File: config.mk
export PLATFORM = sky130hd
export DESIGN_NAME = input_arguments
export DESIGN_NICKNAME = d
export VERILOG_FILES = /design/src/rtl/input_arguments.sv
export SDC_FILE = /design/constraint.sdc
export NUM_CORES = 1
export LEC_CHECK = 0
export ABC_AREA = 1
export CORE_UTILIZATION = 53
export CTS_BUF_LIST = sky130_fd_sc_hd__clkbuf_8
export DETAILED_ROUTE_END_ITERATION = 8
export DONT_BUFFER_PORTS = 1
export GPL_ROUTABILITY_DRIVEN = 0
export PLACE_DENSITY = 0.68
export SYNTH_ARGS = -nofsm -noshare
export SYNTH_HDL_FRONTEND = slang
export SYNTH_SLANG_ARGS = --single-unit
File: constraint.sdc
create_clock -name clk -period 4.55 [get_ports clk]
set_clock_uncertainty 0.05 [all_clocks]
set_input_delay 0.91 -clock clk [delete_from_list [all_inputs] [get_ports clk]]
set_output_delay 0.91 -clock clk [all_outputs]
set_load 0.01 [all_outputs]
File: src/rtl/input_arguments.sv
// input_arguments - parses "+MODE=n +FILE=name" argument strings into a trace handle and mode word.
// Build option: INPUT_ARGUMENTS_DEFAULT_FILE_EN makes a missing FILE token fall back to HANDLE_BASE.
module input_arguments #(
  parameter logic [31:0] HANDLE_BASE = 32'h8000_0003,
  parameter int          MAX_NAME    = 64
) (
  input  logic        clk,
  input  logic        rst_n,
  input  logic        in_valid,
  input  logic [7:0]  in_data,
  input  logic        in_last,
  output logic        in_ready,
  output logic        done,
  output logic [31:0] file,
  output logic [31:0] MODE,
  output logic        error
);

  localparam int LW = $clog2(MAX_NAME + 2);
  localparam logic [LW-1:0] LEN_SAT = LW'(MAX_NAME + 1);

  localparam logic [2:0] S_IDLE  = 3'd0;
  localparam logic [2:0] S_KEY   = 3'd1;
  localparam logic [2:0] S_VMODE = 3'd2;
  localparam logic [2:0] S_VFILE = 3'd3;
  localparam logic [2:0] S_SKIP  = 3'd4;
  localparam logic [2:0] S_DONE  = 3'd5;

  logic [2:0]    state_q, state_d;
  logic [31:0]   key_q, key_d;
  logic [2:0]    key_cnt_q, key_cnt_d;
  logic [31:0]   acc_q, acc_d;
  logic          digits_q, digits_d;
  logic [31:0]   mode_val_q, mode_val_d;
  logic [LW-1:0] name_len_q, name_len_d;
  logic          name_ok_q, name_ok_d;
  logic          file_seen_q, file_seen_d;
  logic          done_q, done_d;
  logic [31:0]   file_q, file_d;
  logic [31:0]   mode_q, mode_d;
  logic          error_q, error_d;
  logic          is_space, is_digit, name_len_ok;

  assign is_space    = (in_data == 8'h20);
  assign is_digit    = (in_data >= 8'h30) && (in_data <= 8'h39);

  always_comb begin
    state_d     = state_q;
    key_d       = key_q;
    key_cnt_d   = key_cnt_q;
    acc_d       = acc_q;
    digits_d    = digits_q;
    mode_val_d  = mode_val_q;
    name_len_d  = name_len_q;
    name_ok_d   = name_ok_q;
    file_seen_d = file_seen_q;
    done_d      = done_q;
    file_d      = file_q;
    mode_d      = mode_q;
    error_d     = error_q;
    name_len_ok = 1'b0;

    if (in_valid && (state_q != S_DONE)) begin
      case (state_q)
        S_IDLE: begin
          if (in_data == 8'h2B) begin
            state_d   = S_KEY;
            key_d     = 32'd0;
            key_cnt_d = 3'd0;
          end else if (!is_space) begin
            error_d = 1'b1;
            state_d = S_SKIP;
          end
        end
        S_KEY: begin
          if (in_data == 8'h3D) begin
            if (key_cnt_q == 3'd4 && key_q == "MODE") begin
              state_d  = S_VMODE;
              acc_d    = 32'd0;
              digits_d = 1'b0;
            end else if (key_cnt_q == 3'd4 && key_q == "FILE") begin
              state_d    = S_VFILE;
              name_len_d = '0;
            end else begin
              state_d = S_SKIP;
            end
          end else if (is_space || key_cnt_q == 3'd4) begin
            state_d = S_SKIP;
          end else begin
            key_d     = {key_q[23:0], in_data};
            key_cnt_d = key_cnt_q + 3'd1;
          end
        end
        S_VMODE: begin
          if (is_digit) begin
            acc_d    = acc_q * 32'd10 + {24'd0, in_data - 8'h30};
            digits_d = 1'b1;
          end else if (is_space) begin
            if (digits_q) mode_val_d = acc_q;
            state_d = S_IDLE;
          end else begin
            error_d = 1'b1;
            state_d = S_SKIP;
          end
        end
        S_VFILE: begin
          if (is_space) begin
            name_len_ok = (name_len_q != '0) && (name_len_q != LEN_SAT);
            name_ok_d   = name_len_ok;
            file_seen_d = 1'b1;
            if (!name_len_ok) error_d = 1'b1;
            state_d = S_IDLE;
          end else if (name_len_q != LEN_SAT) begin
            name_len_d = name_len_q + LW'(1);
          end
        end
        S_SKIP: begin
          if (is_space) state_d = S_IDLE;
        end
        default: state_d = S_IDLE;
      endcase

      // The final character behaves as if an extra space followed it.
      if (in_last) begin
        if (state_d == S_VMODE && digits_d) mode_val_d = acc_d;
        if (state_d == S_VFILE) begin
          name_len_ok = (name_len_d != '0) && (name_len_d != LEN_SAT);
          name_ok_d   = name_len_ok;
          file_seen_d = 1'b1;
          if (!name_len_ok) error_d = 1'b1;
        end
        state_d = S_DONE;
        done_d  = 1'b1;
        mode_d  = mode_val_d;
`ifdef INPUT_ARGUMENTS_DEFAULT_FILE_EN
        file_d  = (name_ok_d || !file_seen_d) ? HANDLE_BASE : 32'd0;
`else
        file_d  = name_ok_d ? HANDLE_BASE : 32'd0;
`endif
      end
    end
  end

  always_ff @(posedge clk or negedge rst_n) begin
    if (!rst_n) begin
      state_q     <= S_IDLE;
      key_q       <= 32'd0;
      key_cnt_q   <= 3'd0;
      acc_q       <= 32'd0;
      digits_q    <= 1'b0;
      mode_val_q  <= 32'd0;
      name_len_q  <= '0;
      name_ok_q   <= 1'b0;
      file_seen_q <= 1'b0;
      done_q      <= 1'b0;
      file_q      <= 32'd0;
      mode_q      <= 32'd0;
      error_q     <= 1'b0;
    end else begin
      state_q     <= state_d;
      key_q       <= key_d;
      key_cnt_q   <= key_cnt_d;
      acc_q       <= acc_d;
      digits_q    <= digits_d;
      mode_val_q  <= mode_val_d;
      name_len_q  <= name_len_d;
      name_ok_q   <= name_ok_d;
      file_seen_q <= file_seen_d;
      done_q      <= done_d;
      file_q      <= file_d;
      mode_q      <= mode_d;
      error_q     <= error_d;
    end
  end

  assign in_ready = (state_q != S_DONE);
  assign done     = done_q;
  assign file     = file_q;
  assign MODE     = mode_q;
  assign error    = error_q;

endmodule

==> run_summary.xml, run 1 <==
<?xml version="1.0" encoding="UTF-8"?>
<metrics>
  <group name="outcome">
    <metric name="run_status" unit="">completed</metric>
  </group>
  <group name="clock_tree">
    <metric name="cts_resized" unit="">0</metric>
    <metric name="cts.htree.levels" unit="">4</metric>
    <metric name="postCtsHoldBufs" unit="">0</metric>
    <metric name="numCtsBuffers" unit="">17</metric>
    <metric name="insertion_delay_to_the_later_sink_of_the_worst_skew_pair" unit="ns">0.46</metric>
    <metric name="cts_tree" unit="">done</metric>
    <metric name="clock_sink_count" unit="">146</metric>
    <metric name="cts_root_buffer" unit="">sky130_fd_sc_hd__clkbuf_8</metric>
    <metric name="post-cts-setup-buffers" unit="">0</metric>
    <metric name="clkTransAtPathRegs" unit="ns">0.10</metric>
    <metric name="ctsLongestPathBuffers" unit="">2</metric>
  </group>
  <group name="layout">
    <metric name="synthToLayoutAreaGrowth" unit="%">4.527</metric>
    <metric name="numnets_final" unit="">1713</metric>
    <metric name="nFillCells" unit="">2089</metric>
    <metric name="antenna-diode-count" unit="">0</metric>
    <metric name="layout-drive-gt1-share" unit="%">7.547</metric>
  </group>
  <group name="job">
    <metric name="timing.max_cap.violations" unit="">0</metric>
  </group>
  <group name="pwr">
    <metric name="p_switching" unit="mW">2.229</metric>
    <metric name="power_per_cell_area" unit="mW/mm^2">418.9</metric>
    <metric name="irDropWorstVdd" unit="V">0.0002381</metric>
    <metric name="p_clk_share" unit="%">22.7</metric>
    <metric name="power.switching_fraction" unit="%">45.03</metric>
    <metric name="totalPowerFinal" unit="mW">4.950</metric>
    <metric name="combinationalPowerShare" unit="%">42.7</metric>
    <metric name="power_leakage" unit="nW">6.305</metric>
    <metric name="seq_power_share" unit="%">34.6</metric>
    <metric name="internal-power" unit="mW">2.721</metric>
  </group>
  <group name="worst_setup_path">
    <metric name="worstPathMaxFanout" unit="">6</metric>
    <metric name="cp_common_cell" unit="">sky130_fd_sc_hd__nand2_1</metric>
    <metric name="worst_path_largest_cell_delay" unit="ns">0.44</metric>
    <metric name="critPathSlowestCell" unit="">sky130_fd_sc_hd__dfrtp_1</metric>
    <metric name="critPathArrivalTime" unit="ns">4.32</metric>
    <metric name="worst_setup_path_end_kind" unit="">flop</metric>
    <metric name="crit_chain" unit="">ha_1, ha_1, or2_4, and2_1, xor2_1, ha_1, nand2_1, nor2_1, nand2_1, nand2_1, nand4_1, nor2_4, nand2_2, nor2_2, nand3_1, nor3_2, xnor2_1, nand3_1, nand2_1, nand3_1</metric>
    <metric name="worst-endpoint-required" unit="ns">4.84</metric>
    <metric name="startpoint_type" unit="">flop</metric>
    <metric name="setup.worst_path.class" unit="">reg2reg</metric>
  </group>
  <group name="synthesis">
    <metric name="synthMuxAreaShare" unit="%">0</metric>
    <metric name="dominantRegCellSynth" unit="">sky130_fd_sc_hd__dfrtp_1</metric>
    <metric name="post_synth_edffs" unit="">0</metric>
    <metric name="ys_warn_count" unit="">0</metric>
    <metric name="ys_ff_latch" unit="">146</metric>
    <metric name="number_of_cells_produced_by_synthesis" unit="">1648</metric>
    <metric name="cell_accounting_for_the_most_synthesized_area" unit="">sky130_fd_sc_hd__dfrtp_1</metric>
    <metric name="synth_largest_type_area_fraction" unit="%">32.32</metric>
    <metric name="seq_area_frac_synth" unit="%">32.32</metric>
    <metric name="synthesis.area" unit="mm^2">0.01130</metric>
    <metric name="async_reset_ff_share" unit="%">100.0</metric>
    <metric name="yosys.area_share.xor_xnor" unit="%">1.716</metric>
    <metric name="yosys.area_share.adder" unit="%">7.991</metric>
    <metric name="synth_top_cells_by_count" unit="">sky130_fd_sc_hd__nand2_1, sky130_fd_sc_hd__inv_1, sky130_fd_sc_hd__dfrtp_1</metric>
    <metric name="synth_cell_type_count" unit="">58</metric>
    <metric name="synth-simple-area-share" unit="%">32.98</metric>
    <metric name="syn_area_per_cell" unit="um^2">6.860</metric>
    <metric name="synthMostInstantiatedCell" unit="">sky130_fd_sc_hd__nand2_1</metric>
    <metric name="top_area_cells_in_the_synthesized_netlist" unit="">sky130_fd_sc_hd__dfrtp_1, sky130_fd_sc_hd__nand2_1, sky130_fd_sc_hd__ha_1</metric>
    <metric name="synth_compound_area_share" unit="%">13.02</metric>
    <metric name="synth_top_family_by_area" unit="">simple AND/OR/NAND/NOR gates</metric>
  </group>
  <group name="sta">
    <metric name="final_min_period_over_clock_period" unit="%">88.60</metric>
    <metric name="finalMaxSlewViolations" unit="">0</metric>
    <metric name="highest_clock_frequency_the_design_can_meet" unit="MHz">248.1</metric>
    <metric name="period_minus_slack" unit="ns">4.031</metric>
    <metric name="worst_slew_margin_rel" unit="%">39.13</metric>
    <metric name="final_setup_violation_count" unit="">0</metric>
    <metric name="final.setup.tns" unit="ns">0</metric>
    <metric name="finalHoldViolCount" unit="">0</metric>
    <metric name="worst_slew_pin_slew" unit="ns">0.9109</metric>
    <metric name="rsz0062_at_grt" unit="">no</metric>
  </group>
  <group name="grt">
    <metric name="grt_first_pass_wirelength" unit="um">49670</metric>
    <metric name="gr-total-overflow" unit="">0</metric>
    <metric name="number_of_global_route_vias_before_repair" unit="">9894</metric>
    <metric name="track_usage" unit="%">28.76</metric>
    <metric name="grt_antenna_before_repair" unit="">0</metric>
    <metric name="maximum_number_of_pins_on_one_net_before_global_route_repair" unit="">147</metric>
  </group>
  <group name="detailed_routing">
    <metric name="drt_iter0_markers" unit="">700</metric>
    <metric name="antenna_violating_nets_post_route" unit="">0</metric>
    <metric name="drc" unit="">0</metric>
    <metric name="route.met3.wl" unit="um">1501</metric>
    <metric name="via_per_inst" unit="">5.465</metric>
    <metric name="drt-total-wl" unit="um">30140</metric>
    <metric name="wl_met1" unit="um">13190</metric>
    <metric name="vias" unit="">10480</metric>
    <metric name="avgRoutedWirePerCell" unit="um">15.71</metric>
    <metric name="dr_wl_met2" unit="um">14040</metric>
    <metric name="drt_first_pass_iters" unit="">5</metric>
    <metric name="maxUsedRoutingLayer" unit="">met4</metric>
  </group>
  <group name="floorplan">
    <metric name="num_io_pins" unit="">79</metric>
    <metric name="floorplan.rows" unit="">53</metric>
    <metric name="die_width" unit="um">148.0</metric>
    <metric name="design.die.area" unit="mm^2">0.02192</metric>
    <metric name="initial_standard_cell_utilization_of_the_core" unit="%">53.95</metric>
    <metric name="die_height" unit="um">148.0</metric>
    <metric name="core_region_area" unit="mm^2">0.02096</metric>
  </group>
  <group name="placement">
    <metric name="place.port_buffers" unit="">0</metric>
    <metric name="dp.final_hpwl" unit="um">22480</metric>
  </group>
  <group name="hold_path">
    <metric name="hp-class" unit="">in2async</metric>
  </group>
</metrics>
-- critical path: cells and delay by family (launching register included) --
family / cells / cell delay (ns)
XOR/XNOR: 2 / 0.34
AND/OR/NAND/NOR: 15 / 2.02
adder cells (fa/ha/maj): 3 / 1.04
flip-flops: 1 / 0.44
-- final timing paths --
check | start | end | slack (ns) | depth (start not counted)
max | acc_q[3] | mode_val_q[20] | 0.52 | 20
max reg2reg | acc_q[3] | mode_val_q[20] | 0.52 | 20
max in group asynchronous | rst_n | key_q[19] | 4.13 | 0
min in group clk | mode_val_q[25] | mode_val_q[25] | 0.45 | 2
min | rst_n | MODE[21] | 0.08 | 0
min reg2reg | mode_val_q[25] | mode_val_q[25] | 0.45 | 2
-- state kept, by name (all words and copies together) (netlist names) --
signal      count
MODE           32
acc_q          32
digits_q        1
done            1
error           1
file            1
key_cnt_q       3
key_q          32
mode_val_q     32
name_len_q      7
name_ok_q       1
state_q         3
-- power by group through the flow --
stage	Clock, mW	Combinational, mW	Sequential, mW
final	1.12	2.11	1.71
after global routing	1.18	2.38	1.73
after CTS	1.14	2.10	1.71
after detailed placement	0	2.09	1.74
after global placement	0	2.06	1.73
after floorplan	0	1.63	1.63
-- per-layer routing --
metal | vias up | global-route usage [%]
met2 | 323 | 47.79
met1 | 4842 | 36.85
met4 | 0 | 14.54
met3 | 69 | 3.457
met5 | - | 0
li1 | 5247 | -
-- logic make-up after synthesis --
group,Yosys count
flip-flops,146
adder cells (fa/ha/maj),71
AND/OR/NAND/NOR,848
other,1
AO/OA/AOI/OAI,248
XOR/XNOR,20
buffers and inverters,314
-- area by class of cell --
| type | count | area (um^2) | area share, % |
|---|---|---|---|
| tap | 275 | 344.1 | 2.912 |
| timing repair buffer | 9 | 80.08 | 0.6777 |
| sequential | 146 | 3654 | 30.92 |
| clock buffer | 18 | 247.7 | 2.097 |
| clock inverter | 14 | 173.9 | 1.472 |
| multi-input combinational | 1216 | 6416 | 54.30 |
| inverter | 240 | 900.9 | 7.624 |
-- through the flow --
stage	instance area [um^2]	cells	hold slack (ns)	worst slack [ns]	utilization, %
after floorplan	11410	1676	0.4031	0.9973	-
final	11820	1918	0.07775	0.5188	56.39
after detailed placement	11390	1886	0.4283	0.5744	54.38
after global placement	11390	1886	0.4232	0.6656	54.38
after global routing	11820	1918	0.05764	0.1496	56.39
after CTS	11820	1918	0.06470	0.5086	56.39
-- cells in the final DEF, fill, tap and decap left out, types with 4 or more instances in the layout --
cell and n:
sky130_fd_sc_hd__nand3_1 98, sky130_fd_sc_hd__o211ai_1 13, sky130_fd_sc_hd__or2_2 6, sky130_fd_sc_hd__nor3_1 7, sky130_fd_sc_hd__xor2_1 12, sky130_fd_sc_hd__xnor2_1 7, sky130_fd_sc_hd__nand4_1 29, sky130_fd_sc_hd__clkbuf_8 18
sky130_fd_sc_hd__o22ai_1 31, sky130_fd_sc_hd__nor4_1 7, sky130_fd_sc_hd__nand2_2 26, sky130_fd_sc_hd__conb_1 29, sky130_fd_sc_hd__ha_1 69, sky130_fd_sc_hd__nor2_1 99, sky130_fd_sc_hd__inv_2 12, sky130_fd_sc_hd__nand2_1 533
sky130_fd_sc_hd__dfrtp_1 146, sky130_fd_sc_hd__a22oi_1 24, sky130_fd_sc_hd__o21ai_0 105, sky130_fd_sc_hd__nor2_2 10, sky130_fd_sc_hd__nand3_2 8, sky130_fd_sc_hd__a31oi_1 7, sky130_fd_sc_hd__nand3b_1 7, sky130_fd_sc_hd__a21oi_1 34
sky130_fd_sc_hd__inv_6 4, sky130_fd_sc_hd__inv_1 227, sky130_fd_sc_hd__o21ai_1 7, sky130_fd_sc_hd__nor2_4 7, sky130_fd_sc_hd__buf_4 8, sky130_fd_sc_hd__o21bai_1 9
Note: power is estimated with default switching activity, not from simulation.
==> run 2: changes to the inputs <==
--- a/config.mk
+++ b/config.mk
@@ -6,6 +6,7 @@
 export NUM_CORES = 1
 export LEC_CHECK = 0
 export ABC_AREA = 1
+export ABC_CLOCK_PERIOD_IN_PS = 4550
 export CORE_UTILIZATION = 53
 export CTS_BUF_LIST = sky130_fd_sc_hd__clkbuf_8
 export DETAILED_ROUTE_END_ITERATION = 8
@@ -15,3 +16,4 @@
 export SYNTH_ARGS = -nofsm -noshare
 export SYNTH_HDL_FRONTEND = slang
 export SYNTH_SLANG_ARGS = --single-unit
+export TNS_END_PERCENT = 30
==> results of run 2 <==
The final DEF is identical to that of run 1; final timing and power are the same.
==> run 3: changes to the inputs <==
--- a/config.mk
+++ b/config.mk
@@ -5,13 +5,14 @@
 export SDC_FILE = /design/constraint.sdc
 export NUM_CORES = 1
 export LEC_CHECK = 0
-export ABC_AREA = 1
 export ABC_CLOCK_PERIOD_IN_PS = 4550
+export CORE_ASPECT_RATIO = 1.1
 export CORE_UTILIZATION = 53
 export CTS_BUF_LIST = sky130_fd_sc_hd__clkbuf_8
 export DETAILED_ROUTE_END_ITERATION = 8
 export DONT_BUFFER_PORTS = 1
 export GPL_ROUTABILITY_DRIVEN = 0
+export GPL_TIMING_DRIVEN = 0
 export PLACE_DENSITY = 0.68
 export SYNTH_ARGS = -nofsm -noshare
 export SYNTH_HDL_FRONTEND = slang
==> run 3 against run 2 <==
  * Non-clock buffer count up 86
  * Global-route usage grew 1.6 points
  * Largest power group is now registers
  * Critical endpoint is now MODE[27]
  * Die area decreased by 9.7%
  * Largest cell class unchanged
  * Routed wire length fell by 3.4%
==> run_summary.xml, run 3 <==
<?xml version="1.0" encoding="UTF-8"?>
<metrics>
  <group name="synthesis">
    <metric name="seq_area_frac_synth" unit="%">35.83</metric>
    <metric name="synth-simple-area-share" unit="%">19.82</metric>
    <metric name="synth_largest_type_area_fraction" unit="%">35.83</metric>
    <metric name="ys_ff_latch" unit="">146</metric>
    <metric name="cell_accounting_for_the_most_synthesized_area" unit="">sky130_fd_sc_hd__dfrtp_1</metric>
    <metric name="number_of_cells_produced_by_synthesis" unit="">1161</metric>
    <metric name="yosys.area_share.adder" unit="%">8.860</metric>
    <metric name="async_reset_ff_share" unit="%">100.0</metric>
    <metric name="synthMuxAreaShare" unit="%">1.914</metric>
    <metric name="syn_area_per_cell" unit="um^2">8.782</metric>
    <metric name="synth_cell_type_count" unit="">83</metric>
    <metric name="synth_compound_area_share" unit="%">23.13</metric>
    <metric name="synth_top_cells_by_count" unit="">sky130_fd_sc_hd__nand2_1, sky130_fd_sc_hd__dfrtp_1, sky130_fd_sc_hd__a21oi_1</metric>
    <metric name="synth_top_family_by_area" unit="">compound AO/OA/AOI/OAI gates</metric>
    <metric name="synthesis.area" unit="mm^2">0.01020</metric>
    <metric name="ys_warn_count" unit="">0</metric>
    <metric name="yosys.area_share.xor_xnor" unit="%">4.835</metric>
    <metric name="post_synth_edffs" unit="">0</metric>
    <metric name="synthMostInstantiatedCell" unit="">sky130_fd_sc_hd__nand2_1</metric>
    <metric name="top_area_cells_in_the_synthesized_netlist" unit="">sky130_fd_sc_hd__dfrtp_1, sky130_fd_sc_hd__ha_1, sky130_fd_sc_hd__nand2_1</metric>
    <metric name="dominantRegCellSynth" unit="">sky130_fd_sc_hd__dfrtp_1</metric>
  </group>
  <group name="pwr">
    <metric name="p_clk_share" unit="%">35.5</metric>
    <metric name="power.switching_fraction" unit="%">28.79</metric>
    <metric name="irDropWorstVdd" unit="V">0.0002624</metric>
    <metric name="totalPowerFinal" unit="mW">3.421</metric>
    <metric name="internal-power" unit="mW">2.436</metric>
    <metric name="power_per_cell_area" unit="mW/mm^2">308.2</metric>
    <metric name="power_leakage" unit="nW">5.360</metric>
    <metric name="seq_power_share" unit="%">50.3</metric>
    <metric name="p_switching" unit="uW">984.7</metric>
    <metric name="combinationalPowerShare" unit="%">14.2</metric>
  </group>
  <group name="clock_tree">
    <metric name="cts.htree.levels" unit="">4</metric>
    <metric name="ctsLongestPathBuffers" unit="">2</metric>
    <metric name="clkTransAtPathRegs" unit="ns">0.09</metric>
    <metric name="cts_tree" unit="">done</metric>
    <metric name="postCtsHoldBufs" unit="">0</metric>
    <metric name="numCtsBuffers" unit="">17</metric>
    <metric name="clock_sink_count" unit="">146</metric>
    <metric name="cts_root_buffer" unit="">sky130_fd_sc_hd__clkbuf_8</metric>
    <metric name="insertion_delay_to_the_later_sink_of_the_worst_skew_pair" unit="ns">0.48</metric>
  </group>
  <group name="sta">
    <metric name="final.setup.tns" unit="ns">0</metric>
    <metric name="rsz0062_at_grt" unit="">no</metric>
    <metric name="period_minus_slack" unit="ns">4.220</metric>
    <metric name="highest_clock_frequency_the_design_can_meet" unit="MHz">237.0</metric>
    <metric name="final_setup_violation_count" unit="">0</metric>
    <metric name="finalHoldViolCount" unit="">0</metric>
    <metric name="worst_slew_pin_slew" unit="ns">0.9712</metric>
    <metric name="final_min_period_over_clock_period" unit="%">92.75</metric>
    <metric name="finalMaxSlewViolations" unit="">0</metric>
    <metric name="worst_slew_margin_rel" unit="%">33.58</metric>
  </group>
  <group name="worst_setup_path">
    <metric name="worstPathMaxFanout" unit="">8</metric>
    <metric name="timing.critical_path.max_delay_family" unit="">simple AND/OR/NAND/NOR gates</metric>
    <metric name="reg2reg_to" unit="">MODE[27]</metric>
    <metric name="worst-endpoint-required" unit="ns">4.88</metric>
    <metric name="worst_setup_path_endpoint" unit="">MODE[27]</metric>
    <metric name="worst_r2r_path_depth" unit="">16</metric>
    <metric name="worst_path_largest_cell_delay" unit="ns">0.47</metric>
    <metric name="rr_startpoint" unit="">acc_q[1]</metric>
    <metric name="setup.worst_path.class" unit="">reg2reg</metric>
    <metric name="worst-path-stages" unit="">16</metric>
    <metric name="reg2reg_slack" unit="ns">0.33</metric>
    <metric name="critical_path.startpoint" unit="">acc_q[1]</metric>
    <metric name="critPathBufInv" unit="">3</metric>
    <metric name="cp_common_cell" unit="">sky130_fd_sc_hd__ha_1</metric>
    <metric name="critPathArrivalTime" unit="ns">4.55</metric>
    <metric name="worst_setup_path_end_kind" unit="">flop</metric>
    <metric name="crit_chain" unit="">ha_1, ha_1, inv_1, fa_1, and2b_1, o2111ai_1, a211oi_2, nor2_1, xnor2_2, nand4_2, nor3_4, buf_4, and2_1, buf_6, a211oi_1, nor3_1</metric>
    <metric name="critPathSlowestCell" unit="">sky130_fd_sc_hd__dfrtp_1</metric>
    <metric name="startpoint_type" unit="">flop</metric>
  </group>
  <group name="grt">
    <metric name="number_of_global_route_vias_before_repair" unit="">8663</metric>
    <metric name="track_usage" unit="%">30.40</metric>
    <metric name="gr-total-overflow" unit="">0</metric>
    <metric name="maximum_number_of_pins_on_one_net_before_global_route_repair" unit="">147</metric>
    <metric name="grt_first_pass_wirelength" unit="um">46510</metric>
    <metric name="grt_antenna_before_repair" unit="">0</metric>
  </group>
  <group name="job">
    <metric name="timing.max_cap.violations" unit="">0</metric>
  </group>
  <group name="floorplan">
    <metric name="num_io_pins" unit="">79</metric>
    <metric name="core_region_area" unit="mm^2">0.01861</metric>
    <metric name="floorplan.rows" unit="">52</metric>
    <metric name="design.die.area" unit="mm^2">0.01980</metric>
    <metric name="die_height" unit="um">147.5</metric>
    <metric name="initial_standard_cell_utilization_of_the_core" unit="%">54.79</metric>
    <metric name="die_width" unit="um">134.2</metric>
  </group>
  <group name="detailed_routing">
    <metric name="antenna_violating_nets_post_route" unit="">0</metric>
    <metric name="drc" unit="">0</metric>
    <metric name="vias" unit="">9017</metric>
    <metric name="avgRoutedWirePerCell" unit="um">19.85</metric>
    <metric name="drt-total-wl" unit="um">29100</metric>
    <metric name="drt_iter0_markers" unit="">638</metric>
    <metric name="via_per_inst" unit="">6.151</metric>
    <metric name="drt_first_pass_iters" unit="">5</metric>
  </group>
  <group name="placement">
    <metric name="place.port_buffers" unit="">0</metric>
    <metric name="dp.final_hpwl" unit="um">21460</metric>
  </group>
  <group name="layout">
    <metric name="multi_input_comb_area" unit="mm^2">0.006092</metric>
    <metric name="layout.cells.most_common_list" unit="">sky130_fd_sc_hd__nand2_1, sky130_fd_sc_hd__dfrtp_1, sky130_fd_sc_hd__a21oi_1</metric>
    <metric name="layout-drive-gt1-share" unit="%">8.340</metric>
    <metric name="antenna-diode-count" unit="">0</metric>
    <metric name="synthToLayoutAreaGrowth" unit="%">8.860</metric>
    <metric name="nFillCells" unit="">1713</metric>
    <metric name="layout_commonest_cell" unit="">sky130_fd_sc_hd__nand2_1</metric>
    <metric name="numnets_final" unit="">1293</metric>
    <metric name="area_used_by_sequential_logic_in_the_layout" unit="mm^2">0.003654</metric>
  </group>
  <group name="outcome">
    <metric name="run_status" unit="">completed</metric>
  </group>
  <group name="hold_path">
    <metric name="hp-class" unit="">in2async</metric>
  </group>
</metrics>
## run 3: power groups by stage
| stage | Clock, mW | Sequential, mW | Combinational (mW) |
|---|---|---|---|
| detailed placement | 0 | 1.74 | 0.482 |
| finish | 1.21 | 1.72 | 0.485 |
| global placement | 0 | 1.74 | 0.469 |
| floorplan | 0 | 1.68 | 0.393 |
| CTS | 1.22 | 1.72 | 0.482 |
| global route | 1.27 | 1.75 | 0.540 |
## run 3: routing by layer
layer / track usage [%] / share of wire [%] / vias up
li1: - / - / 4273
met5: 0 / 0 / -
met3: 6.413 / 8.1 / 63
met1: 38.87 / 42 / 4313
met4: 12.64 / 3.0 / 0
met2: 49.90 / 47 / 368
## run 3: cell families (layout without fill, tap and decap cells)
logic type / count (synthesis) / count (layout)
AND/OR/NAND/NOR: 414 / 414
AO/OA/AOI/OAI: 344 / 344
flip-flops: 146 / 146
buffers and inverters: 113 / 147
adder cells (fa/ha/maj): 71 / 71
XOR/XNOR: 53 / 53
multiplexers: 19 / 19
other: 1 / 29
## run 3: area by class of cell
cell class	count	share of cell area, %
clock inverters	13	1.849
multi-input cells	930	54.89
repair buffers	2	0.1353
flip-flops and latches	146	32.92
inverters	20	0.6764
plain buffers	93	4.441
clock buffers	19	2.356
well taps	243	2.739
## run 3: worst min-delay path by stage
stage	from	to
after floorplan	mode_val_q[11]	mode_val_q[11]
after global placement	mode_val_q[13]	mode_val_q[13]
after detailed placement	mode_val_q[20]	mode_val_q[20]
after CTS	rst_n	key_q[14]
after global routing	rst_n	key_q[22]
final	rst_n	key_q[18]
## run 3: worst register-to-register path: stages (launching register included)
cell and delay (ns):
sky130_fd_sc_hd__dfrtp_1 0.47, sky130_fd_sc_hd__ha_1 0.32, sky130_fd_sc_hd__ha_1 0.26, sky130_fd_sc_hd__inv_1 0.08, sky130_fd_sc_hd__fa_1 0.40, sky130_fd_sc_hd__and2b_1 0.25, sky130_fd_sc_hd__o2111ai_1 0.22, sky130_fd_sc_hd__a211oi_2 0.37
sky130_fd_sc_hd__nor2_1 0.13, sky130_fd_sc_hd__xnor2_2 0.25, sky130_fd_sc_hd__nand4_2 0.21, sky130_fd_sc_hd__nor3_4 0.32, sky130_fd_sc_hd__buf_4 0.19, sky130_fd_sc_hd__and2_1 0.15, sky130_fd_sc_hd__buf_6 0.13, sky130_fd_sc_hd__a211oi_1 0.06
sky130_fd_sc_hd__nor3_1 0.26
## run 3: timing repair
| action | 4_1_cts | 5_1_grt |
|---|---|---|
| resized for setup | 0 | 2 |
| setup endpoints to repair | 0 | 5 |
| buffers inserted | 0 | 2 |
## run 3: stage by stage
stage               instances  instance area (um^2)  setup slack [ns]  util [%]  hold slack, ns
floorplan                1189                 10300            0.9539         -          0.4004
global placement         1432                 10610            0.3132     56.99          0.4117
detailed placement       1432                 10610            0.2416     56.99          0.4226
CTS                      1464                 11070            0.2049     59.50         0.05157
global route             1466                 11100           0.02106     59.65         0.05472
finish                   1466                 11100            0.3298     59.65         0.06310
